**config.mk**
```make
export PLATFORM = sky130hd
export DESIGN_NAME = e1_tick_monitor
export DESIGN_NICKNAME = d
export VERILOG_FILES = /design/src/rtl/e1_tick_monitor_pkg.sv /design/src/rtl/e1_btn_debounce.sv /design/src/rtl/e1_tick_monitor.sv
export SDC_FILE = /design/constraint.sdc
export NUM_CORES = 1
export LEC_CHECK = 0
export CORE_MARGIN = 4
export CORE_UTILIZATION = 45
export DETAILED_ROUTE_END_ITERATION = 16
export PLACE_DENSITY = 0.67
export SLEW_MARGIN = 20
export SYNTH_ARGS = -nofsm -noshare
export SYNTH_HDL_FRONTEND = slang
export SYNTH_SLANG_ARGS = --single-unit
```
**constraint.sdc**
```tcl
create_clock -name clk -period 1.77 [get_ports clk]
set_input_delay 0.531 -clock clk [delete_from_list [all_inputs] [get_ports clk]]
set_output_delay 0.531 -clock clk [all_outputs]
set_load 0.03 [all_outputs]
```
**src/rtl/e1_tick_monitor_pkg.sv**
```systemverilog
// Register map, reset key, CSR layout and state types for the E1 tick monitor.
package e1_tick_monitor_pkg;

  localparam logic [7:0]  ADDR_CSR       = 8'h00;
  localparam logic [7:0]  ADDR_SOF_CNT   = 8'h01;
  localparam logic [7:0]  ADDR_TSTAMP    = 8'h02;
  localparam logic [7:0]  ADDR_PORT_BASE = 8'h10;

  localparam logic [15:0] RST_KEY = 16'hDEAD;

  localparam int unsigned CSR_BTN   = 0;
  localparam int unsigned CSR_PRESS = 1;
  localparam int unsigned CSR_OVR   = 2;
  localparam int unsigned CSR_TSEN  = 3;

  typedef enum logic {
    BTN_RELEASED = 1'b0,
    BTN_PRESSED  = 1'b1
  } btn_state_t;

  typedef enum logic [1:0] {
    LP_IDLE,
    LP_COUNT,
    LP_FIRED
  } lp_state_t;

endpackage

```
**src/rtl/e1_btn_debounce.sv**
```systemverilog
// Button synchroniser + debounce with press-edge and one-shot long-press detection.
module e1_btn_debounce #(
  parameter int unsigned DEB_W  = 16,
  parameter int unsigned LONG_W = 24
) (
  input  logic clk,
  input  logic rst_n,
  input  logic btn,
  output logic pressed,
  output logic press_edge,
  output logic long_press
);
  import e1_tick_monitor_pkg::*;

  logic              sync_q1;
  logic              sync_q2;
  logic              sync_q3;
  logic [DEB_W-1:0]  deb_cnt;
  btn_state_t        deb_state;
  btn_state_t        deb_prev;
  lp_state_t         lp_state;
  lp_state_t         lp_next;
  logic [LONG_W-1:0] lp_cnt;

  // Raw pin is active-low; idle (released) level is 1.
  always_ff @(posedge clk or negedge rst_n) begin
    if (!rst_n) begin
      sync_q1 <= 1'b1;
      sync_q2 <= 1'b1;
      sync_q3 <= 1'b1;
    end else begin
      sync_q1 <= btn;
      sync_q2 <= sync_q1;
      sync_q3 <= sync_q2;
    end
  end

  always_ff @(posedge clk or negedge rst_n) begin
    if (!rst_n) begin
      deb_cnt   <= '0;
      deb_state <= BTN_RELEASED;
      deb_prev  <= BTN_RELEASED;
    end else begin
      deb_prev <= deb_state;
      if (sync_q2 != sync_q3) begin
        deb_cnt <= '0;
      end else if (deb_cnt != '1) begin
        deb_cnt <= deb_cnt + 1'b1;
      end
      if (deb_cnt == '1) begin
        deb_state <= sync_q3 ? BTN_RELEASED : BTN_PRESSED;
      end
    end
  end

  assign pressed    = (deb_state == BTN_PRESSED);
  assign press_edge = (deb_state == BTN_PRESSED) && (deb_prev == BTN_RELEASED);

  always_ff @(posedge clk or negedge rst_n) begin
    if (!rst_n) begin
      lp_state <= LP_IDLE;
      lp_cnt   <= '0;
    end else begin
      lp_state <= lp_next;
      lp_cnt   <= (lp_state == LP_COUNT && pressed) ? lp_cnt + 1'b1 : '0;
    end
  end

  // LP_FIRED holds until release so a single press requests reset only once.
  always_comb begin
    lp_next    = lp_state;
    long_press = 1'b0;
    unique case (lp_state)
      LP_IDLE:  if (pressed) lp_next = LP_COUNT;
      LP_COUNT: begin
        if (!pressed) begin
          lp_next = LP_IDLE;
        end else if (lp_cnt == '1) begin
          lp_next    = LP_FIRED;
          long_press = 1'b1;
        end
      end
      LP_FIRED: if (!pressed) lp_next = LP_IDLE;
      default:  lp_next = LP_IDLE;
    endcase
  end

endmodule

```
**src/rtl/e1_tick_monitor.sv**
```systemverilog
// Per-port E1 RX/TX tick counters latched at USB SOF, button/reset-request logic, wishbone slave.
// Optional SOF timestamp register at 0x02 enabled by E1_TICK_MONITOR_TIMESTAMP_EN.
module e1_tick_monitor #(
  parameter int unsigned N_PORTS = 2,
  parameter int unsigned CNT_W   = 16,
  parameter int unsigned DEB_W   = 16,
  parameter int unsigned LONG_W  = 24
) (
  input  logic               clk,
  input  logic               rst_n,
  input  logic [N_PORTS-1:0] tick_e1_rx,
  input  logic [N_PORTS-1:0] tick_e1_tx,
  input  logic               tick_usb_sof,
  input  logic               btn,
  output logic               rst_req,
  input  logic [7:0]         wb_addr,
  output logic [31:0]        wb_rdata,
  input  logic [31:0]        wb_wdata,
  input  logic               wb_we,
  input  logic               wb_cyc,
  output logic               wb_ack
);
  import e1_tick_monitor_pkg::*;

  logic [CNT_W-1:0] rx_cnt [N_PORTS];
  logic [CNT_W-1:0] tx_cnt [N_PORTS];
  logic [CNT_W-1:0] rx_lat [N_PORTS];
  logic [CNT_W-1:0] tx_lat [N_PORTS];

  logic [15:0] sof_cnt;
  logic        press_sticky;
  logic        ovr_sticky;
  logic        blk_unread;
  logic        btn_pressed;
  logic        press_edge;
  logic        long_press;
  logic        wb_hit;
  logic        blk_sel;
  logic        blk_rd;
  logic        csr_wr;
  logic        key_hit;
  logic [31:0] rd_mux;
  logic        unused_wdata;

  e1_btn_debounce #(
    .DEB_W  (DEB_W),
    .LONG_W (LONG_W)
  ) u_btn (
    .clk        (clk),
    .rst_n      (rst_n),
    .btn        (btn),
    .pressed    (btn_pressed),
    .press_edge (press_edge),
    .long_press (long_press)
  );

`ifdef E1_TICK_MONITOR_TIMESTAMP_EN
  localparam logic TS_EN = 1'b1;
  logic [31:0] ts_cnt;
  logic [31:0] ts_lat;

  always_ff @(posedge clk or negedge rst_n) begin
    if (!rst_n) begin
      ts_cnt <= '0;
      ts_lat <= '0;
    end else begin
      ts_cnt <= ts_cnt + 1'b1;
      if (tick_usb_sof) ts_lat <= ts_cnt;
    end
  end
`else
  localparam logic TS_EN = 1'b0;
`endif

  // A tick coincident with SOF belongs to the new window, so the reload value is the tick itself.
  always_ff @(posedge clk or negedge rst_n) begin
    if (!rst_n) begin
      for (int unsigned p = 0; p < N_PORTS; p++) begin
        rx_cnt[p] <= '0;
        tx_cnt[p] <= '0;
        rx_lat[p] <= '0;
        tx_lat[p] <= '0;
      end
    end else begin
      for (int unsigned p = 0; p < N_PORTS; p++) begin
        if (tick_usb_sof) begin
          rx_lat[p] <= rx_cnt[p];
          tx_lat[p] <= tx_cnt[p];
          rx_cnt[p] <= CNT_W'(tick_e1_rx[p]);
          tx_cnt[p] <= CNT_W'(tick_e1_tx[p]);
        end else begin
          if (tick_e1_rx[p] && rx_cnt[p] != '1) rx_cnt[p] <= rx_cnt[p] + 1'b1;
          if (tick_e1_tx[p] && tx_cnt[p] != '1) tx_cnt[p] <= tx_cnt[p] + 1'b1;
        end
      end
    end
  end

  assign wb_hit  = wb_cyc && !wb_ack;
  assign blk_sel = (wb_addr[7:2] == ADDR_PORT_BASE[7:2]);
  assign blk_rd  = wb_hit && !wb_we && blk_sel;
  assign csr_wr  = wb_hit && wb_we && (wb_addr == ADDR_CSR);
  assign key_hit = csr_wr && (wb_wdata[31:16] == RST_KEY);
  assign unused_wdata = ^{wb_wdata[15:3], wb_wdata[0]};

  always_comb begin
    rd_mux = '0;
    if (wb_addr == ADDR_CSR) begin
      rd_mux[CSR_BTN]   = btn_pressed;
      rd_mux[CSR_PRESS] = press_sticky;
      rd_mux[CSR_OVR]   = ovr_sticky;
      rd_mux[CSR_TSEN]  = TS_EN;
    end else if (wb_addr == ADDR_SOF_CNT) begin
      rd_mux[15:0] = sof_cnt;
`ifdef E1_TICK_MONITOR_TIMESTAMP_EN
    end else if (wb_addr == ADDR_TSTAMP) begin
      rd_mux = ts_lat;
`endif
    end else if (blk_sel) begin
      for (int unsigned p = 0; p < N_PORTS; p++) begin
        if (wb_addr[1:0] == 2'(p)) rd_mux = {16'(tx_lat[p]), 16'(rx_lat[p])};
      end
    end
  end

  always_ff @(posedge clk or negedge rst_n) begin
    if (!rst_n) begin
      wb_ack       <= 1'b0;
      wb_rdata     <= '0;
      rst_req      <= 1'b0;
      sof_cnt      <= '0;
      press_sticky <= 1'b0;
      ovr_sticky   <= 1'b0;
      blk_unread   <= 1'b0;
    end else begin
      wb_ack   <= wb_hit;
      wb_rdata <= wb_hit ? rd_mux : '0;
      rst_req  <= key_hit | long_press;
      if (tick_usb_sof) sof_cnt <= sof_cnt + 1'b1;

      if (press_edge) press_sticky <= 1'b1;
      else if (csr_wr && wb_wdata[CSR_PRESS]) press_sticky <= 1'b0;

      // A block read landing on the SOF cycle returned the old latches, so it still counts.
      if (tick_usb_sof && blk_unread && !blk_rd) ovr_sticky <= 1'b1;
      else if (csr_wr && wb_wdata[CSR_OVR]) ovr_sticky <= 1'b0;

      if (tick_usb_sof) blk_unread <= 1'b1;
      else if (blk_rd) blk_unread <= 1'b0;
    end
  end

endmodule

```
==> flow_results.org, run 1 <==
** Clocking
- Number of buffers on the longest clock path :: 3
- Register clock-pin slew on the reported worst setup and hold paths :: 0.06 ns
- Clock tree synthesis inserted a total of 25 buffers.
- TritonCTS built the clock tree.
- CTS placed an instance of sky130_fd_sc_hd__clkbuf_16 at the clock tree root.
- The later pin in the worst-skew pair is clocked with a latency of 0.52 ns.
- The clock drives 228 sinks.
- CTS built an H-tree with a depth of 1.

** Cells and area
- Number of nets in the layout :: 1,231
- Non-filler cells in the finished layout :: 1,506
- In the final layout, the share of cells above drive strength 1 is 0.293.
- Fin area :: 0.0139 mm2
- The area growth from synthesis to layout is 32.0%.
- Number of inserted diodes :: 0

** Drt
- Wire length on met2 :: 12,300 um
- For this run, the detailed router's first-pass iteration total came to 5.
- Vias after detailed routing :: 8,373
- Highest metal layer with signal wires :: met4
- The detailed router put a total of 11,000 um of wire on met1.
- Avg WL per Cell :: 16.3 um
- Antenna-violating nets left :: 0
- Vias/cell :: 5.56
- The first routing iteration left 456 violations.
- In the routed design, unresolved DRC markers number 0.
- Final WL :: 24,500 um
- DR WL met3 :: 797 um

** Synth
- For this run, the register share of the synthesized area comes to 0.542.
- Top FF cell, synth :: sky130_fd_sc_hd__dfrtp_1
- Cells after Synth :: 973
- Yosys mapped a number of flops with a built-in enable equal to 0.
- Synthesis instantiated 60 different standard cells from the library.
- Summing every instance area after synthesis gives 0.0105 mm2.
- Warnings from Yosys :: 0
- Synthesis inferred 228 register bits.
- Counting flops with an async set or reset pin after synthesis yields a share of 1.00.
- Each instance of the synthesized netlist takes up on average 10.8 um2.
- Syn Nets :: 1,030

** Critical path
- In this run the critical register-to-register path is captured at tx_cnt[30].
- The most critical setup path has its endpoint at tx_cnt[30].
- CP arrival :: 2.24 ns
- Along the worst path, the maximum fanout reaches 3.
- CP max stage cell :: sky130_fd_sc_hd__or4b_1
- Setup crit end kind :: flip-flop
- Crit path launch type :: flip-flop
- Launch point of the critical path :: tx_cnt[16]
- Internal reg-to-reg setup slack :: -0.06 ns
- Data on the critical path is required at its endpoint by 2.18 ns.
- Traced cell by cell, the critical path runs through ha_4 -> nand4_1 -> or3_4 -> or4b_1 -> o211a_1.
- The setup path with the least slack is of type reg2reg.
- The worst register-to-register path has a depth of 5.
- Highest cell delay on the worst timing path :: 0.48 ns
- The worst register-to-register path begins at tx_cnt[16].

** Pwr
- Of the total power, the clock network draws 0.471.
- The share of total power dissipated in combinational logic is 0.073.
- P_int :: 9.44 mW
- Of the total power, the share spent switching nets is 0.221.
- Switching pwr :: 2.68 mW
- Summing internal, switching and leakage power gives 12.1 mW.
- Of the total power, registers draw 0.456.
- Max IR drop VDD :: 740 uV
- Leakage Power :: 6.02 nW
- For this design the ratio of total power to cell area is 871 mW/mm2.

** Floorplan
- Top-level I/O count :: 84
- The total area inside the core boundary comes to 0.0228 mm2.
- Initial Util :: 0.461
- Horizontal die dimension :: 161 um
- Core Rows :: 55
- The die covers 0.0259 mm2.
- From bottom edge to top edge, the die measures 161 um.

** Timing
- Headroom to the max-slew limit came out at 0.677.
- Final setup vio count :: 4
- Crit path time final :: 1.83 ns
- In the final timing run, aggregate negative setup slack is -0.164 ns.
- F_max :: 0.547 GHz
- Fin. max-slew vios :: 0
- Worst-case clock skew :: 0.0103 ns
- The hold violation count in the final report was 0.
- Across all hold checks on the routed design, the worst slack comes to 0.355 ns.
- Final Worst Setup Slack :: -0.0588 ns
- Setup repair after global routing could not meet its margin everywhere.
- At the pin with the least slew margin, the transition time is 0.483 ns.
- Dividing the final minimum period by the clock period gives 1.03.

** Outcome
- Violations in the final reports :: setup timing
- The flow ran to the end, but the final reports show violations.

** Place
- Placed wire-length estimate :: 16,600 um
- During placement, the flow inserted port buffers numbering 69.
- The placed instances occupy a cell area of 0.0126 mm2.
- Final weighted congestion of routability-driven global placement :: 0.804
- Cell Count Post-Placement :: 1,445

** Global route
- The initial antenna violation count is 0.
- Aggregate global-route resource usage :: 0.185
- After global routing the overflow that remains totals 0.
- Number of global-route vias before repair :: 8,253
- Pin count of the biggest net entering global routing :: 59
- The first global-routing pass estimated 40,600 um of wire.

** Job
- Max-cap violations in this run came to 0.

** Worst hold path
- Class of the most critical hold timing path :: reg2reg
[sequential cells by signal, summed over array words and instances (netlist names), 2 cells and up]
register        count
tx_cnt             32
rx_cnt             32
sof_cnt            16
u_btn.deb_cnt      16
rx_lat             32
wb_rdata           32
u_btn.lp_state      2
u_btn.lp_cnt       24
tx_lat             32
[worst max-delay path, delay by kind of cell, from the launching register on]
family | cells | cell delay, ns
DFF | 1 | 0.40
adders and majority gates | 1 | 0.15
AOI/OAI and AO/OA | 1 | 0.14
and+or+nand+nor | 3 | 1.03
[what timing repair did]
item | CTS | global route
pin swaps | 9 | 28
setup buffers | 7 | 10
setup endpoints to repair | 52 | 49
hold buffers | 1 | 0
gates resized for setup | 101 | 56
endpoints found under the hold margin | 41 | 0
[synthesized netlist by cell type (4+ instances only)]
cell	count	area (um2)
sky130_fd_sc_hd__dfrtp_1	225	5630
sky130_fd_sc_hd__mux2_2	74	833
sky130_fd_sc_hd__nor2_1	70	263
sky130_fd_sc_hd__a21oi_1	63	315
sky130_fd_sc_hd__nand3_1	55	275
sky130_fd_sc_hd__o21ai_0	52	260
sky130_fd_sc_hd__nand2_1	51	191
sky130_fd_sc_hd__or3_1	33	206
sky130_fd_sc_hd__clkbuf_1	32	120
sky130_fd_sc_hd__nand4_1	29	181
sky130_fd_sc_hd__or4_1	25	188
sky130_fd_sc_hd__nor3_1	24	120
sky130_fd_sc_hd__mux2i_1	23	230
sky130_fd_sc_hd__inv_1	21	78.8
sky130_fd_sc_hd__o31ai_1	21	158
sky130_fd_sc_hd__xnor2_1	18	158
sky130_fd_sc_hd__a22oi_1	13	97.6
sky130_fd_sc_hd__and3_1	13	81.3
sky130_fd_sc_hd__and4_1	11	96.3
sky130_fd_sc_hd__nor4_1	11	68.8
sky130_fd_sc_hd__xor2_1	11	96.3
sky130_fd_sc_hd__and2_1	7	43.8
sky130_fd_sc_hd__ha_1	7	87.6
sky130_fd_sc_hd__a31oi_1	6	37.5
sky130_fd_sc_hd__o41ai_1	6	52.6
sky130_fd_sc_hd__buf_1	5	18.8
sky130_fd_sc_hd__nand2b_1	4	25.0
sky130_fd_sc_hd__nand4b_1	4	35.0
sky130_fd_sc_hd__o311ai_0	4	35.0
[metrics by stage]
stage                util  setup WS, ns
floorplan               -        -0.171
finish              0.609       -0.0588
detailed placement  0.552        -0.483
global route        0.609        -0.132
CTS                 0.597        -0.122
global placement    0.552        -0.507
[logic make-up (layout without fill, tap and decap cells)]
kind of cell | Yosys count | after routing | synth area share
buf+inv | 62 | 282 | 0.0228
fa+ha+maj | 7 | 7 | 0.00831
xor+xnor | 29 | 29 | 0.0241
flops | 228 | 228 | 0.542
compound gates | 192 | 192 | 0.114
simple gates | 358 | 358 | 0.188
mux | 97 | 97 | 0.101
[area by class of cell]
class | instances | area [um2]
multi-input cells | 683 | 4840
clock buffers | 36 | 707
inverters | 21 | 78.8
clock inverters | 10 | 204
well taps | 313 | 392
flip-flops and latches | 228 | 5710
fillers | 1884 | 8930
repair buffers | 215 | 1980
[worst min-delay path by stage]
stage	start	to	slack, ns	depth (start not counted)
floorplan	rst_n	blk_unread	0.24	0
global placement	u_btn.sync_q1	u_btn.sync_q2	0.35	0
detailed placement	u_btn.sync_q1	u_btn.sync_q2	0.35	0
CTS	u_btn.sync_q1	u_btn.sync_q2	0.36	0
global route	u_btn.sync_q1	u_btn.sync_q2	0.36	0
finish	u_btn.sync_q1	u_btn.sync_q2	0.35	0
[placed cells by master (no fill, tap or decap), drive strengths merged, types with 24 or more instances in the layout]
cell type        n
nor2            70
clkbuf          37
nand3           55
or4             26
clkdlybuf4s50   32
nor3            24
buf            149
or3             36
mux2            74
o21ai           52
dfrtp          225
nand2           51
a21oi           63
clkdlybuf4s15   32
nand4           32
[per-layer routing]
layer,up-vias,track usage
met5,-,0
li1,4045,-
met1,4176,0.259
met3,24,0.0263
met4,0,0.0330
met2,128,0.313
[power groups by stage]
stage | Combinational, mW | Sequential [mW] | Clock [mW]
2_1_floorplan | 0.420 | 5.59 | 0
3_3_place_gp | 0.864 | 5.60 | 0
3_5_place_dp | 0.876 | 5.61 | 0
4_1_cts | 0.893 | 5.52 | 5.84
5_1_grt | 0.988 | 5.54 | 6.07
6_report | 0.889 | 5.52 | 5.71
Power figures use the tool's default switching activity.
==> inputs of run 2 (changes only) <==
--- a/config.mk
+++ b/config.mk
@@ -8,7 +8,7 @@
 export CORE_MARGIN = 4
 export CORE_UTILIZATION = 45
 export DETAILED_ROUTE_END_ITERATION = 16
-export PLACE_DENSITY = 0.67
+export PLACE_DENSITY = 0.75
 export SLEW_MARGIN = 20
 export SYNTH_ARGS = -nofsm -noshare
 export SYNTH_HDL_FRONTEND = slang
==> run 2 against run 1 <==
  * The run still ends with setup timing left
  * Sequential share of layout area grew 0.58 points
  * Worst setup slack lost 0.031 ns
  * Die area is the same
  * Count of clock-buffer cells in the layout shrank 4
  * Core utilization shrank 0.82 points
  * Cell area shrank 1.3%
  * Largest cell class unchanged
  * Largest power group is now sequential cells
==> flow_results.org, run 2 (same netlist as run 1, synthesis figures left out) <==
** Outcome
- Result of the run :: finished, violations left
- The final reports fail on setup timing.

** Pwr
- P_int :: 9.08 mW (-3.8%)
- The worst voltage drop across the vdd grid is 805 uV (+8.8%).
- The part of the total power dissipated in sequential elements is 0.474 (+0.018).
- Leakage Power :: 6.04 nW (+0.38%)
- Power per cell area :: 850 mW/mm2 (-2.4%)
- The net switching fraction of the power was 0.222 (+0.000807).
- Clock power frac :: 0.450 (-0.021)
- The relative contribution of combinational cells to total power came to 0.076 (+0.003).
- The switching component of the power is 2.59 mW (-3.4%).

** Floorplan
- The area of the die is 0.0259 mm2 (unchanged).
- Horizontal die dimension :: 161 um (unchanged)
- Core ar. :: 0.0228 mm2 (unchanged)
- Y dimension of the die :: 161 um (unchanged)
- Initial Util :: 0.461 (unchanged)
- Top-level I/O count :: 84 (unchanged)
- Core Rows :: 55 (unchanged)

** Critical path
- The critical path starts at u_btn.lp_cnt[0].
- The most numerous cell type found on the critical path is sky130_fd_sc_hd__or4_4.
- The setup path with the least slack is of type reg2reg.
- Cell chain of the critical path :: ha_4 -> nand2_2 -> or4_4 -> or4_4 -> a21oi_2
- Setup crit end kind :: flip-flop
- Worst EP required :: 2.19 ns (about the same)
- In this run the critical register-to-register path is launched from u_btn.lp_cnt[0].
- For this design, the slowest cell found on the critical path is sky130_fd_sc_hd__or4_4.
- The highest net fanout along the worst path came to 6 (+3).
- STA classifies the critical path startpoint as a flip-flop.
- Highest cell delay on the worst timing path :: 0.54 ns (+0.06 ns)
- The data arrival at the endpoint of the critical path came to 2.28 ns (+0.04 ns).

** Drt
- The post-detailed-route count of antenna-violating nets came to 0 (unchanged).
- Post-route DRC violation count :: 0 (unchanged)
- The violation count after the first detailed-route iteration was 358 (-21%).
- The detailed-route wire length was 24,500 um (-0.32%).
- The via density per instance was 5.61 (+0.88%).
- The iteration count of the initial detailed-routing pass was 5 (unchanged).
- The detailed-route via count came to 8,458 (+1.0%).
- Avg WL per Cell :: 16.2 um (-0.45%)

** Cells and area
- The final net count was 1,236 (+0.41%).
- In the layout the commonest cells are sky130_fd_sc_hd__dfrtp_1, sky130_fd_sc_hd__buf_4, sky130_fd_sc_hd__mux2_2, sky130_fd_sc_hd__nor2_1, sky130_fd_sc_hd__a21oi_1.
- Utilization after layout :: 0.601 (-0.00816)
- The fraction of layout instances using a drive strength above 1 was 0.285 (-0.00886).
- Most common cell after layout, fill and taps aside :: sky130_fd_sc_hd__dfrtp_1
- Relative to the synthesized area, the layout overhead comes to 30.2%.
- Number of inserted diodes :: 0 (unchanged)
- Layout fillers :: 1,883 (-0.053%)
- Non-filler cells in the finished layout :: 1,508 (+0.13%)

** Global route
- The global route total overflow is 0 (unchanged).
- Pin count of the biggest net entering global routing :: 50 (-15%)
- Antenna violations before repair :: 0 (unchanged)
- The via count of the first global-routing pass is 8,428 (+2.1%).
- The all-layer global routing usage came to 0.183 (-0.00184).
- The first-pass GRT wire length came to 40,500 um (-0.39%).

** Timing
- Final Worst Setup Slack :: -0.0902 ns (-0.0315 ns)
- Worst slew slack as a fraction of its limit :: 0.608 (-0.0693)
- Final setup vio count :: 7 (+3)
- The highest clock frequency the design can meet came to 0.538 GHz (-1.7%).
- Final hold violation count :: 0 (unchanged)
- The final critical delay including setup and external delays was 1.86 ns (+0.0315 ns).
- The max-slew violation total from the final report is 0 (unchanged).
- The setup total negative slack came to -0.410 ns (-0.247 ns).
- The transition time of the tightest slew-check pin is 0.587 ns (+0.104 ns).
- Worst-case clock skew :: 0.0101 ns (-0.000186 ns)
- Worst hold margin :: 0.356 ns (+0.00104 ns)
- Unrepaired setup endpoints after global routing :: yes
- The ratio of final minimum period to clock period came to 1.05 (+0.0178).

** Clocking
- Clk Tree Root Cell :: sky130_fd_sc_hd__clkbuf_16
- The TritonCTS sink count was 228 (unchanged).
- TritonCTS built the clock tree.
- Register clock-pin slew on the reported worst setup and hold paths :: 0.06 ns (about the same)
- Number of buffers on the longest clock path :: 3 (unchanged)
- The total CTS buffers came to 24 (-4.0%).
- The level count of the clock H-tree came to 1 (unchanged).
- Later-pin clock latency in the skew report :: 0.51 ns (about the same)

** Worst hold path
- Class of the most critical hold timing path :: reg2reg
- The worst hold path begins at u_btn.sync_q1.

** Job
- The max-capacitance violation count is 0 (unchanged).

** Place
- Final weighted congestion of routability-driven global placement :: 0.849 (+5.7%)
- Cell Count Post-Placement :: 1,445 (unchanged)
- Count of buffers from port buffering :: 69 (unchanged)
- The final HPWL from detailed placement is 16,900 um (+1.9%).
==> run 2: area by class of cell <==
cell class	instances	area, um2	share of cell area
flip-flops and latches	228	5710	0.416
multi-input cells	683	4770	0.348
repair buffers	221	1940	0.141
clock buffers	32	682	0.0497
well taps	313	392	0.0285
clock inverters	10	153	0.0111
inverters	21	78.8	0.00574
==> run 2: final timing paths <==
| check | endpoint | slack, ns | cells after the start |
|---|---|---|---|
| max reg2reg | u_btn.lp_cnt[22] | -0.09 | 5 |
| min reg2reg | u_btn.sync_q2 | 0.36 | 0 |
| min in group asynchronous | rx_cnt[10] | 0.54 | 2 |
| max | u_btn.lp_cnt[22] | -0.09 | 5 |
| max in group asynchronous | tx_lat[2] | 0.63 | 3 |
| min | u_btn.sync_q2 | 0.36 | 0 |
==> run 2: worst max-delay path, delay by kind of cell, from the launching register on <==
kind / cells / cell delay, ns
AND/OR/NAND/NOR: 3 / 1.10
adder cells (fa/ha/maj): 1 / 0.15
AO/OA/AOI/OAI: 1 / 0.13
flip-flops: 1 / 0.39
==> run 2: what timing repair did <==
item                                   in CTS  in global routing
setup buffers                               3                 16
setup endpoints to repair                  42                 66
endpoints found under the hold margin      37                  0
resized for setup                          68                 64
gates cloned                                0                  1
pin swaps                                   5                 19
hold buffers                                1                  0
==> run 2: power by group through the flow <==
stage	registers (mW)	logic [mW]	clock network, mW
6_report	5.53	0.888	5.25
4_1_cts	5.53	0.879	5.35
5_1_grt	5.55	0.987	5.56
3_5_place_dp	5.62	0.874	0
3_3_place_gp	5.60	0.847	0
2_1_floorplan	5.59	0.420	0
==> run 2: routing by layer <==
layer / global-route usage / share of wire / up-vias
met5: 0 / 0 / -
met4: 0.0496 / 0.026 / 0
met3: 0.0263 / 0.040 / 50
met2: 0.316 / 0.50 / 180
met1: 0.244 / 0.44 / 4189
li1: - / - / 4039
==> run 2: per-stage QoR <==
stage / instance area, um2 / total power [mW] / setup slack [ns]
final: 13700 / 11.7 / -0.0902
after floorplan: 10600 / 6.01 / -0.171
after global placement: 12600 / 6.45 / -0.503
after detailed placement: 12600 / 6.49 / -0.520
after global routing: 13700 / 12.1 / -0.139
after CTS: 13500 / 11.8 / -0.132
